### src/rtl/ysyx_24080006_pkg.sv
// Shared AXI4 channel structs and arbiter enums for the ysyx_24080006 core.
package ysyx_24080006_pkg;

    typedef struct packed {
        logic        arvalid;
        logic [31:0] araddr;
        logic [3:0]  arid;
        logic [7:0]  arlen;
        logic [2:0]  arsize;
        logic [1:0]  arburst;
        logic        rready;
    } axi_r_m2s_t;

    typedef struct packed {
        logic        arready;
        logic        rvalid;
        logic [31:0] rdata;
        logic [1:0]  rresp;
        logic        rlast;
        logic [3:0]  rid;
    } axi_r_s2m_t;

    typedef struct packed {
        logic        awvalid;
        logic [31:0] awaddr;
        logic [3:0]  awid;
        logic [7:0]  awlen;
        logic [2:0]  awsize;
        logic [1:0]  awburst;
        logic        wvalid;
        logic [31:0] wdata;
        logic [3:0]  wstrb;
        logic        wlast;
        logic        bready;
    } axi_w_m2s_t;

    typedef struct packed {
        logic        awready;
        logic        wready;
        logic        bvalid;
        logic [1:0]  bresp;
        logic [3:0]  bid;
    } axi_w_s2m_t;

    typedef enum logic [2:0] {
        IDLE   = 3'd0,
        IFU_AR = 3'd1,
        IFU_R  = 3'd2,
        LSU_AR = 3'd3,
        LSU_R  = 3'd4
    } arb_state_e;

    typedef enum logic {
        GRANT_IFU = 1'b0,
        GRANT_LSU = 1'b1
    } arb_grant_e;

    function automatic arb_state_e ar_state_of(input arb_grant_e g);
        return (g == GRANT_LSU) ? LSU_AR : IFU_AR;
    endfunction

endpackage

### src/rtl/ysyx_24080006_axi_arbiter.sv
// IFU/LSU to memory AXI4 read arbiter; whole transactions are serialised.
// Define YSYX_24080006_ARB_RR_EN for round-robin ties, otherwise LSU wins ties.
module ysyx_24080006_axi_arbiter
    import ysyx_24080006_pkg::*;
(
    input  logic       clock,
    input  logic       reset,
    input  axi_r_m2s_t ifu_r_m2s,
    output axi_r_s2m_t ifu_r_s2m,
    input  axi_r_m2s_t lsu_r_m2s,
    output axi_r_s2m_t lsu_r_s2m,
    input  axi_w_m2s_t lsu_w_m2s,
    output axi_w_s2m_t lsu_w_s2m,
    output axi_r_m2s_t mem_r_m2s,
    input  axi_r_s2m_t mem_r_s2m,
    output axi_w_m2s_t mem_w_m2s,
    input  axi_w_s2m_t mem_w_s2m,
    output arb_state_e state
);

    arb_state_e state_q;
    arb_state_e state_d;
    arb_grant_e pick;
    logic       ifu_req;
    logic       lsu_req;

    assign ifu_req = ifu_r_m2s.arvalid;
    assign lsu_req = lsu_r_m2s.arvalid;

`ifdef YSYX_24080006_ARB_RR_EN
    arb_grant_e last_grant_q;

    always_ff @(posedge clock) begin
        if (reset) begin
            last_grant_q <= GRANT_IFU;
        end else if (state_q == IDLE && (ifu_req || lsu_req)) begin
            last_grant_q <= pick;
        end
    end

    // On a tie, the master that did not win last time goes first.
    always_comb begin
        if (ifu_req && lsu_req) begin
            pick = (last_grant_q == GRANT_IFU) ? GRANT_LSU : GRANT_IFU;
        end else begin
            pick = lsu_req ? GRANT_LSU : GRANT_IFU;
        end
    end
`else
    assign pick = lsu_req ? GRANT_LSU : GRANT_IFU;
`endif

    always_ff @(posedge clock) begin
        if (reset) begin
            state_q <= IDLE;
        end else begin
            state_q <= state_d;
        end
    end

    always_comb begin
        state_d = state_q;
        unique case (state_q)
            IDLE: begin
                if (ifu_req || lsu_req) begin
                    state_d = ar_state_of(pick);
                end
            end
            IFU_AR: begin
                if (ifu_r_m2s.arvalid && mem_r_s2m.arready) begin
                    state_d = IFU_R;
                end
            end
            IFU_R: begin
                if (mem_r_s2m.rvalid && ifu_r_m2s.rready && mem_r_s2m.rlast) begin
                    state_d = IDLE;
                end
            end
            LSU_AR: begin
                if (lsu_r_m2s.arvalid && mem_r_s2m.arready) begin
                    state_d = LSU_R;
                end
            end
            LSU_R: begin
                if (mem_r_s2m.rvalid && lsu_r_m2s.rready && mem_r_s2m.rlast) begin
                    state_d = IDLE;
                end
            end
            default: state_d = IDLE;
        endcase
    end

    // AR fields are not latched: masters hold them stable until arready.
    always_comb begin
        mem_r_m2s = '0;
        ifu_r_s2m = '0;
        lsu_r_s2m = '0;
        case (state_q)
            IFU_AR: begin
                mem_r_m2s         = ifu_r_m2s;
                mem_r_m2s.rready  = 1'b0;
                ifu_r_s2m.arready = mem_r_s2m.arready;
            end
            IFU_R: begin
                mem_r_m2s.rready  = ifu_r_m2s.rready;
                ifu_r_s2m         = mem_r_s2m;
                ifu_r_s2m.arready = 1'b0;
            end
            LSU_AR: begin
                mem_r_m2s         = lsu_r_m2s;
                mem_r_m2s.rready  = 1'b0;
                lsu_r_s2m.arready = mem_r_s2m.arready;
            end
            LSU_R: begin
                mem_r_m2s.rready  = lsu_r_m2s.rready;
                lsu_r_s2m         = mem_r_s2m;
                lsu_r_s2m.arready = 1'b0;
            end
            default: ;
        endcase
    end

    assign mem_w_m2s = lsu_w_m2s;
    assign lsu_w_s2m = mem_w_s2m;
    assign state     = state_q;

endmodule
### config.mk
export PLATFORM = sky130hd
export DESIGN_NAME = ysyx_24080006_axi_arbiter
export DESIGN_NICKNAME = d
export VERILOG_FILES = /design/src/rtl/ysyx_24080006_pkg.sv /design/src/rtl/ysyx_24080006_axi_arbiter.sv
export SDC_FILE = /design/constraint.sdc
export NUM_CORES = 1
export LEC_CHECK = 0
export CORE_AREA = 2 2 184 186
export CTS_CLUSTER_DIAMETER = 150
export DETAILED_ROUTE_END_ITERATION = 10
export DIE_AREA = 0 0 186 188
export SLEW_MARGIN = 20
export SYNTH_ARGS = -nofsm -noshare
export SYNTH_HDL_FRONTEND = slang
export SYNTH_SLANG_ARGS = --single-unit
### constraint.sdc
create_clock -name clock -period 4 [get_ports clock]
set_input_delay 0.8 -clock clock [delete_from_list [all_inputs] [get_ports clock]]
set_output_delay 0.8 -clock clock [all_outputs]
set_load 0.02 [all_outputs]
# After elaboration in Yosys (flattened, before gate mapping)
# Cells that the tools add are included.
# W data, S select, Z words.
classes:
  n_eq_ne: 9
  n_mux: 14
  reduce_logical: 9
op_table:
  columns: ["op", "count"]
  rows:
  - ["$pmux W50 S2", 1]
  - ["$mux W40", 2]
  - ["$mux W3", 5]
  - ["$pmux W3 S5", 1]
  - ["$ne A2 B2 Y1 const B", 5]
  - ["$eq A3 B2 Y1 const B", 2]
  - ["$logic_and A1 B1 Y1", 6]
  - ["$reduce_and A5 Y1", 1]
  - ["$eq A3 B1 Y1 const B", 1]
  - ["$eq A3 B3 Y1 const B", 1]
  - ["$logic_not A3 Y1", 1]
  - ["$mux W1", 3]
  - ["$mux W2", 1]
  - ["$pmux W1 S2", 1]
  - ["$logic_or A1 B1 Y1", 1]
totals:
  reg_bits: 3
  in_bits: 243
  out_inout_bits: 234

# Logic depth before layout (Yosys ltp)
depth:
  depth_word: 4
  ltp_mapped: 5

# Least setup slack after synthesis
# No wires, ideal clock.
synth_timing:
  path_type: "register to output"
  start: "reg state_q[1], in the netlist state[1]"
  end: "out ifu_r_s2m[0] (netlist name)"
  t_arrival_ps: 1409
  slack_ps: 1791
  path_stages_with_launch: 4
  cell_sequence: "dfxtp_1 nor3b_2 clkbuf_1 and2_1"
synth_lines:
  columns: ["item", "line_no", "rtl"]
  rows:
  - ["start: declaration", "ysyx_24080006_axi_arbiter.sv:21", "arb_state_e state_q;"]
  - ["start signal: assignment", "ysyx_24080006_axi_arbiter.sv:57", "state_q <= state_d;"]
  - ["end: declaration", "ysyx_24080006_axi_arbiter.sv:9", "output axi_r_s2m_t ifu_r_s2m,"]

==> results.ini <==
[worst_setup_path]
required_ps = 3200
r2r_end = state[0]
r2r-start = state[2]
path_max_fanout = 51
worstSetupPathType = reg -> out
ff2ff_setup_slack_ps = 2210
cp.arrival_ps = 2490
crit_end = mem_r_m2s[14]
cp-start-kind = register
cp-startpoint = state[0]
worstRegToRegCells = 5
end_kind = primary output

[power_and_ir_drop]
leakagePower_nw = 1.60
ir_drop_mv = 0.176
powerDensity_mw_per_mm2 = 348

[synthesis]
syn-num-nets = 519
synth_cell_type_count = 17
synth-seq-cells = 3
post_synth.cell_area_avg_um2 = 7.28
synth_cells = 276
synth_warnings = 0
synth_area_mm2 = 0.00201
seq_area_frac_synth = 0.0299

[global_routing]
globalRouteMet3Util = 0.0524
overflow = 0
antenna_found_initial = 2
grt_use_total = 0.0689
use_met1 = 0.0529
grt_pass1_wl_um = 17500
grt_max_degree = 52
busiest_layer = met2
grt_pass1_vias = 2753
grt_use_met2 = 0.131

[placement]
place.gp.congestion = 0.781
dp_hpwl_um = 12100
port_buffers = 280
placed_cell_area_mm2 = 0.00461

[floorplanning]
boundaryPins = 477
core-area_mm2 = 0.0331
die_area_mm2 = 0.0350
start_util = 0.0607
die_w_um = 186
die_y_um = 188
rows = 67

[clock_tree]
cts_tree = done
clk_latency_ps = 220
cts_hold_buf = 0
clk_pin_slew_ps = 30
post_cts_resized = 0
cts.htree.levels = 1
clockBufferDepth = 2
cts-root-buf = clkbuf_16
clock-sinks = 3
tritoncts.num_buffers = 3
cts_setup_buffers = 0

[route]
drtIter0Drc = 34
vias = 2651
drc = 0
antenna_left = 0
firstDrtPassIters = 2
routedWlPerCell_um = 15.2
vias_per_cell = 2.96
routed_wl_um = 13600

[final_layout]
final_cell_mix = clkdlybuf4s50_1, and2_1, a22o_1
final_cell_area_mm2 = 0.00470
nNetsFinal = 691
final_common_cell = clkdlybuf4s50_1
multi_input_area_mm2 = 0.00115
largest_reg_flops = 3
fillers = 3753
area_growth_pct = 134
drive_above_1_share = 0.0291
final-seq-area_um2 = 60.1

[worst_hold_path]
hold_class = reg -> reg
min_from = state[0]
whs_path_depth = 2

[run_status]
run_status = complete, no violations

[sta]
fin_setup_tns_ps = 0
period_needed_ps = 3290
fmax_mhz = 304
hold_viol = 0
period_share = 0.822
worst_pin_slew_ps = 561
relSlewSlack = 0.626
drv_slew = 0
skew_ps = 0.825
setup-violations-final = 0
rsz0062_at_grt = no

[run]
cap_violations = 0

[report_power, final]
part / internal (W) / switching (W) / total, W
clock: 0.000131 / 0.0000258 / 0.000157
sequential: 0.0000393 / 0.0000237 / 0.0000630
combinational: 0.000737 / 0.000675 / 0.00141
[cell usage after synthesis (all sizes together)]
cell type / count / area share
nand2: 6 / 0.011
and2: 82 / 0.26
o22ai: 2 / 0.0062
a22oi: 1 / 0.011
or4: 1 / 0.0037
buf: 109 / 0.39
a22o: 51 / 0.22
nor2: 3 / 0.0056
o2111ai: 1 / 0.0075
nor3b: 3 / 0.019
mux2i: 1 / 0.0050
nand3: 2 / 0.0050
and3b: 1 / 0.0044
clkbuf: 8 / 0.015
nand2b: 2 / 0.0062
dfxtp: 3 / 0.030
[layer usage]
| metal | vias to the layer above | wire length (um) |
|---|---|---|
| li1 | 1185 | - |
| met1 | 1128 | 3920 |
| met2 | 302 | 6650 |
| met3 | 32 | 2720 |
| met4 | 4 | 326 |
| met5 | - | 22 |
[critical path, cell delays in order (launching register included)]
cell	delay [ps]
dfxtp_1	530
and3b_2	300
buf_4	450
a22o_1	260
clkdlybuf4s50_1	660
[worst min-delay path by stage]
stage	end	slack, ps
after floorplan	state[0]	630
after global placement	state[0]	620
after detailed placement	state[0]	640
after CTS	state[0]	650
after global routing	state[0]	700
final	state[0]	640
[cell type report]
type                            instances  area share
Sequential cell                         3      0.0128
Multi-Input combinational cell        156       0.245
Clock buffer                            4      0.0168
Timing Repair Buffer                  284       0.606
Antenna cell                            1    0.000533
Tap cell                              448       0.119
[logic make-up after synthesis]
kind of cell | share of synthesized area
mux | 0.00498
simple gates | 0.310
buf+inv | 0.408
compound gates | 0.247
flops | 0.0299
[per-stage QoR]
step	total power [W]	hold slack [ps]	cells	setup WS [ps]	utilization
after floorplan	0.000897	626	276	1790	-
after global placement	0.00149	620	891	814	0.139
after detailed placement	0.00149	639	891	809	0.139
after CTS	0.00165	646	895	694	0.142
after global routing	0.00173	702	895	569	0.142
final	0.00163	640	896	713	0.142
(Power assumes the default switching activity.)
